`src/rtl/ahb_apb_bridge.sv`:
```
// AHB-to-APB bridge: one APB setup+enable access per accepted AHB transfer, 3 decoded slots.
// Write takes 4 cycles, read 3 (incl. address cycle); Hreadyout low stalls the master meanwhile.
module ahb_apb_bridge #(
   parameter logic [31:0] BASE_ADDR   = 32'h8000_0000,
   parameter int          REGION_BITS = 26
) (
   input  logic        Hclk,
   input  logic        Hresetn,
   input  logic        Hwrite,
   input  logic        Hreadyin,
   input  logic [1:0]  Htrans,
   input  logic [31:0] Haddr,
   input  logic [31:0] Hwdata,
   input  logic [31:0] Prdata,
   output logic        Hreadyout,
   output logic [1:0]  Hresp,
   output logic [31:0] Hrdata,
   output logic [31:0] Paddr,
   output logic [31:0] Pwdata,
   output logic        Pwrite,
   output logic [2:0]  Pselx,
   output logic        Penable
);

   typedef enum logic [2:0] {
      ST_IDLE, ST_WWAIT, ST_WRITE, ST_WENABLE, ST_READ, ST_RENABLE
   } state_t;

   state_t      state, state_nxt;
   logic [31:0] offset, slot, addr_q;
   logic [2:0]  tempselx, sel_q;
   logic        valid, can_accept;
   logic [31:0] paddr_d, pwdata_d;
   logic [2:0]  pselx_d;
   logic        pwrite_d, penable_d, hready_d;

   assign Hresp  = 2'b00;
   assign Hrdata = Prdata;

   always_comb begin
      offset   = Haddr - BASE_ADDR;
      slot     = offset >> REGION_BITS;
      tempselx = 3'b000;
      if (Haddr >= BASE_ADDR) begin
         case (slot)
            32'd0:   tempselx = 3'b001;
            32'd1:   tempselx = 3'b010;
            32'd2:   tempselx = 3'b100;
            default: tempselx = 3'b000;
         endcase
      end
   end

   assign valid      = Hreadyin && (Htrans == 2'b10 || Htrans == 2'b11) && (tempselx != 3'b000);
   assign can_accept = (state == ST_IDLE) || (state == ST_WENABLE) || (state == ST_RENABLE);

   always_ff @(posedge Hclk or negedge Hresetn) begin
      if (!Hresetn) begin
         state  <= ST_IDLE;
         addr_q <= '0;
         sel_q  <= '0;
      end else begin
         state <= state_nxt;
         if (can_accept && valid) begin
            addr_q <= Haddr;
            sel_q  <= tempselx;
         end
      end
   end

   always_comb begin
      state_nxt = state;
      case (state)
         ST_IDLE, ST_WENABLE, ST_RENABLE:
            if (valid) state_nxt = Hwrite ? ST_WWAIT : ST_READ;
            else       state_nxt = ST_IDLE;
         ST_WWAIT: state_nxt = ST_WRITE;
         ST_WRITE: state_nxt = ST_WENABLE;
         ST_READ:  state_nxt = ST_RENABLE;
         default:  state_nxt = ST_IDLE;
      endcase
   end

   // Outputs are computed from the upcoming state so the registers show the
   // state's values during that state. The read setup is entered on the accepting
   // edge itself, so it takes address/select straight from the bus.
   always_comb begin
      paddr_d   = Paddr;
      pwdata_d  = Pwdata;
      pwrite_d  = Pwrite;
      pselx_d   = 3'b000;
      penable_d = 1'b0;
      hready_d  = 1'b1;
      case (state_nxt)
         ST_WWAIT: hready_d = 1'b0;
         ST_WRITE: begin
            paddr_d  = addr_q;
            pwdata_d = Hwdata;
            pwrite_d = 1'b1;
            pselx_d  = sel_q;
            hready_d = 1'b0;
         end
         ST_READ: begin
            paddr_d  = Haddr;
            pwrite_d = 1'b0;
            pselx_d  = tempselx;
            hready_d = 1'b0;
         end
         ST_WENABLE, ST_RENABLE: begin
            pselx_d   = Pselx;
            penable_d = 1'b1;
         end
         default: ;
      endcase
   end

   always_ff @(posedge Hclk or negedge Hresetn) begin
      if (!Hresetn) begin
         Paddr     <= '0;
         Pwdata    <= '0;
         Pwrite    <= 1'b0;
         Pselx     <= 3'b000;
         Penable   <= 1'b0;
         Hreadyout <= 1'b1;
      end else begin
         Paddr     <= paddr_d;
         Pwdata    <= pwdata_d;
         Pwrite    <= pwrite_d;
         Pselx     <= pselx_d;
         Penable   <= penable_d;
         Hreadyout <= hready_d;
      end
   end

endmodule

```
`config.mk`:
```
export PLATFORM = sky130hd
export DESIGN_NAME = ahb_apb_bridge
export DESIGN_NICKNAME = d
export VERILOG_FILES = /design/src/rtl/ahb_apb_bridge.sv
export SDC_FILE = /design/constraint.sdc
export NUM_CORES = 1
export LEC_CHECK = 0
export ABC_AREA = 1
export CAP_MARGIN = 0
export CORE_AREA = 2 2 115 117
export CTS_BUF_LIST = sky130_fd_sc_hd__clkbuf_8 sky130_fd_sc_hd__clkbuf_16
export DETAILED_ROUTE_END_ITERATION = 10
export DIE_AREA = 0 0 117 119
export GPL_TIMING_DRIVEN = 1
export PLACE_DENSITY = 0.78
export RECOVER_POWER = 100
export SYNTH_ARGS = -nofsm -noshare
export SYNTH_HDL_FRONTEND = slang
export SYNTH_SLANG_ARGS = --single-unit
```
`constraint.sdc`:
```
create_clock -name Hclk -period 1.3 [get_ports Hclk]
set_input_delay 0.26 -clock Hclk [delete_from_list [all_inputs] [get_ports Hclk]]
set_output_delay 0.26 -clock Hclk [all_outputs]
set_load 0.01 [all_outputs]
```
==> results.txt <==
----------------------------------------------------
[Cells and area]
  Area growth syn-to-layout ... 45.3%
  Nets ... 781
  Area occupied by multi-input gates ... 1730 µm²
  Layout filler cell count ... 1,138
  Commonest non-fill, non-tap cells in the layout ... nand2_1 (218), dfrtp_1 (107), clkdlybuf4s50_1 (59)
  Most common library cell in the layout ignoring fill and taps ... nand2_1
  Core Util, Final ... 0.547
  Register area ... 2700 µm²
  Fraction of final layout cells sized beyond drive strength 1 ... 0.174
  Number of antenna cells inserted ... 0

[STA]
  Count of final hold-check violations ... 0
  Worst-Margin Slew ... 607 ps
  Final Skew ... 10.0 ps
  Ratio of final minimum period to clock period ... 1.08
  Worst Setup Slack, final ... -104 ps
  Number of slew-limit violations in the final report ... 0
  Unrepaired setup endpoints after global routing ... yes
  Count of endpoints failing setup in the final report ... 89
  Highest clock rate ... 712 MHz
  Total negative setup slack ... -4490 ps
  Crit path time final ... 1400 ps
  Relative slew slack ... 0.596

[Synth]
  Register bit count reported by yosys ... 108
  Synth warnings ... 0
  Synthesized area per cell ... 9.05 µm²
  Syn Std Cell Area ... 4850 µm²
  Synthesized netlist cell count ... 536
  Cell accounting for the most synthesized area ... dfrtp_1
  Sequential-to-total area share from yosys stat ... 0.557
  Cell types occupying the most area after synthesis ... dfrtp_1 (55%), nand2_1 (17%), nand3_1 (6.2%), buf_4 (5.6%), nand4_1 (3.7%)
  Distinct cells, synth ... 28
  Share of the synthesized area in the top cell type ... 0.552

[Global route]
  Initial antenna violation count ... 0
  Pin count of the biggest net entering global routing ... 45
  Overflow left after global routing ... 0
  First-pass GRT wire length ... 19,900 µm
  Global-route usage over all layers ... 0.182
  Vias in the first global route ... 4,041

[Worst hold path]
  Hold/Removal Path Class ... input port to flop
  Number of cells on the worst hold path ... 4

[Setup path]
  Signal arrival time at the worst endpoint ... 1630 ps
  Reg2Reg Depth ... 7
  Maximum net fanout on the critical path ... 14
  Critical Path Sink Type ... flop
  Type of the worst setup path ... flop to flop
  Element type at the critical path start ... flop
  Required time at the worst-slack endpoint ... 1520 ps

[Status]
  Violations in the final reports ... setup timing
  Outcome ... finished with violations

[Power and ir drop]
  VDD IR-drop max ... 0.800 mV
  Leak ... 3.62 nW
  Power density over the cells ... 2000 nW/µm²

[Placed design]
  Worst slack at placement ... -435 ps
  Dpl hpwl ... 8620 µm
  Buffers on Ports ... 138
  RePlAce Congestion ... 0.780

[Clock tree]
  Clock buffers created by TritonCTS ... 9
  Number of buffers on the longest clock path ... 2
  Clk Latency, worst-skew pair ... 350 ps
  Clock Sink Count ... 108
  Clk root buf ... clkbuf_16
  TritonCTS clock tree ... built
  Clock-pin transition on the worst setup and hold timing paths ... 70 ps
  Number of levels in the clock H-tree ... 3

[Die]
  Cell row count ... 42
  Die Y ... 119 µm
  Effective utilization at floorplan ... 0.377
  Horizontal die dimension ... 117 µm
  # IOs ... 206
  Core box area ... 12,900 µm²
  Die area ... 13,900 µm²

[Drt]
  First-pass iteration count of the detailed router ... 5
  Via count ... 4,123
  DR iter-0 viols ... 218
  Routed WL ... 13,200 µm
  Total DRC errors in the routed layout ... 0
  Wire length per cell after detailed routing ... 15.3 µm
  Routed vias/inst ... 4.80
  Post-detailed-route count of antenna-violating nets ... 0

[Flow run]
  Number of max-cap violations ... 0

----------------------------------------------------
flip-flops by register name, summed over array words and instances, names as in the netlist:
signal,count
Paddr,32
addr_q,32
Pwrite,1
Penable,1
Hreadyout,1
state,3
sel_q,3
Pwdata,32
Pselx,3
what timing repair did:
item | CTS | global route
setup endpoints to repair | 141 | 139
resized for setup | 136 | 39
cloned | 5 | 3
setup buffers | 4 | 11
hold endpoints to repair | 19 | 0
pin swaps | 10 | 3
hold buffers | 1 | 0
logic make-up (layout without fill, tap and decap cells):
group           Yosys count  in the layout  synth area share
other cells               1              2          0.000773
compound gates            8              8           0.00954
simple gates            340            340             0.318
flops                   108            108             0.557
buf+inv                  79            225             0.115
worst paths after layout:
path / endpoint / slack, ps / startpoint
hold reg to reg: Pwdata[2] / 470 / Pwdata[2]
max in group asynchronous: Hreadyout / 90 / Hresetn
setup reg to reg: addr_q[31] / -100 / state[1]
setup / recovery: addr_q[31] / -100 / state[1]
min in group asynchronous: Pwdata[8] / 490 / Hresetn
hold / removal: addr_q[26] / 440 / Haddr[26]
synth_stat cells:
cell and instances:
o21ai_0 6, buf_6 11, nand4_1 29, clkbuf_8 1
conb_1 1, o211ai_1 1, inv_1 11, or2_2 1
nor2_2 1, clkbuf_1 1, dfrtp_1 107, inv_2 2
clkbuf_4 1, buf_2 11, nand3_4 2, nand2_1 222
o21ai_2 1, nor2_1 11, nand3_2 8, buf_1 3
nand3_1 60, nor2_4 3, buf_4 36, dfstp_2 1
inv_4 1, or2_1 2, nand2_4 1, buf_8 1
critical path, stage by stage, from the launching register on:
cell,delay (ps)
dfrtp_1,380
inv_1,80
nand3_1,110
nand3_4,150
nand2_8,140
inv_8,60
buf_12,140
or2_1,210
layout make-up:
type	instances	share of cell area
inverter	14	0.00888
clock buffer	13	0.0398
tap	176	0.0312
clock inverter	2	0.00124
multi-input combinational	350	0.246
timing repair buffer	196	0.290
sequential	108	0.384
metrics by stage:
step           power [mW]  std cells  instance area (µm²)  hold WS (ps)
3_5_place_dp         11.2        820                 6300           177
3_3_place_gp         11.1        820                 6300           172
5_1_grt              15.0        859                 7050           448
6_report             14.1        859                 7050           436
2_1_floorplan        8.20        537                 4850         -35.6
4_1_cts              13.8        845                 6860           357
where the power goes:
| part | total, mW | switching [mW] | internal, mW |
|---|---|---|---|
| combinational | 6.00 | 3.07 | 2.93 |
| sequential | 5.47 | 0.754 | 4.71 |
| clock | 2.63 | 1.14 | 1.49 |
| total | 14.1 | 4.96 | 9.13 |
routing by layer:
layer / wire (µm) / up-vias / GRT usage
met5: 0 / - / 0
met4: 346 / 0 / 0.0779
met3: 940 / 32 / 0.0377
met2: 6190 / 191 / 0.291
met1: 5670 / 1924 / 0.240
li1: - / 1976 / -
No activity file was read; power rests on OpenSTA's default activity.
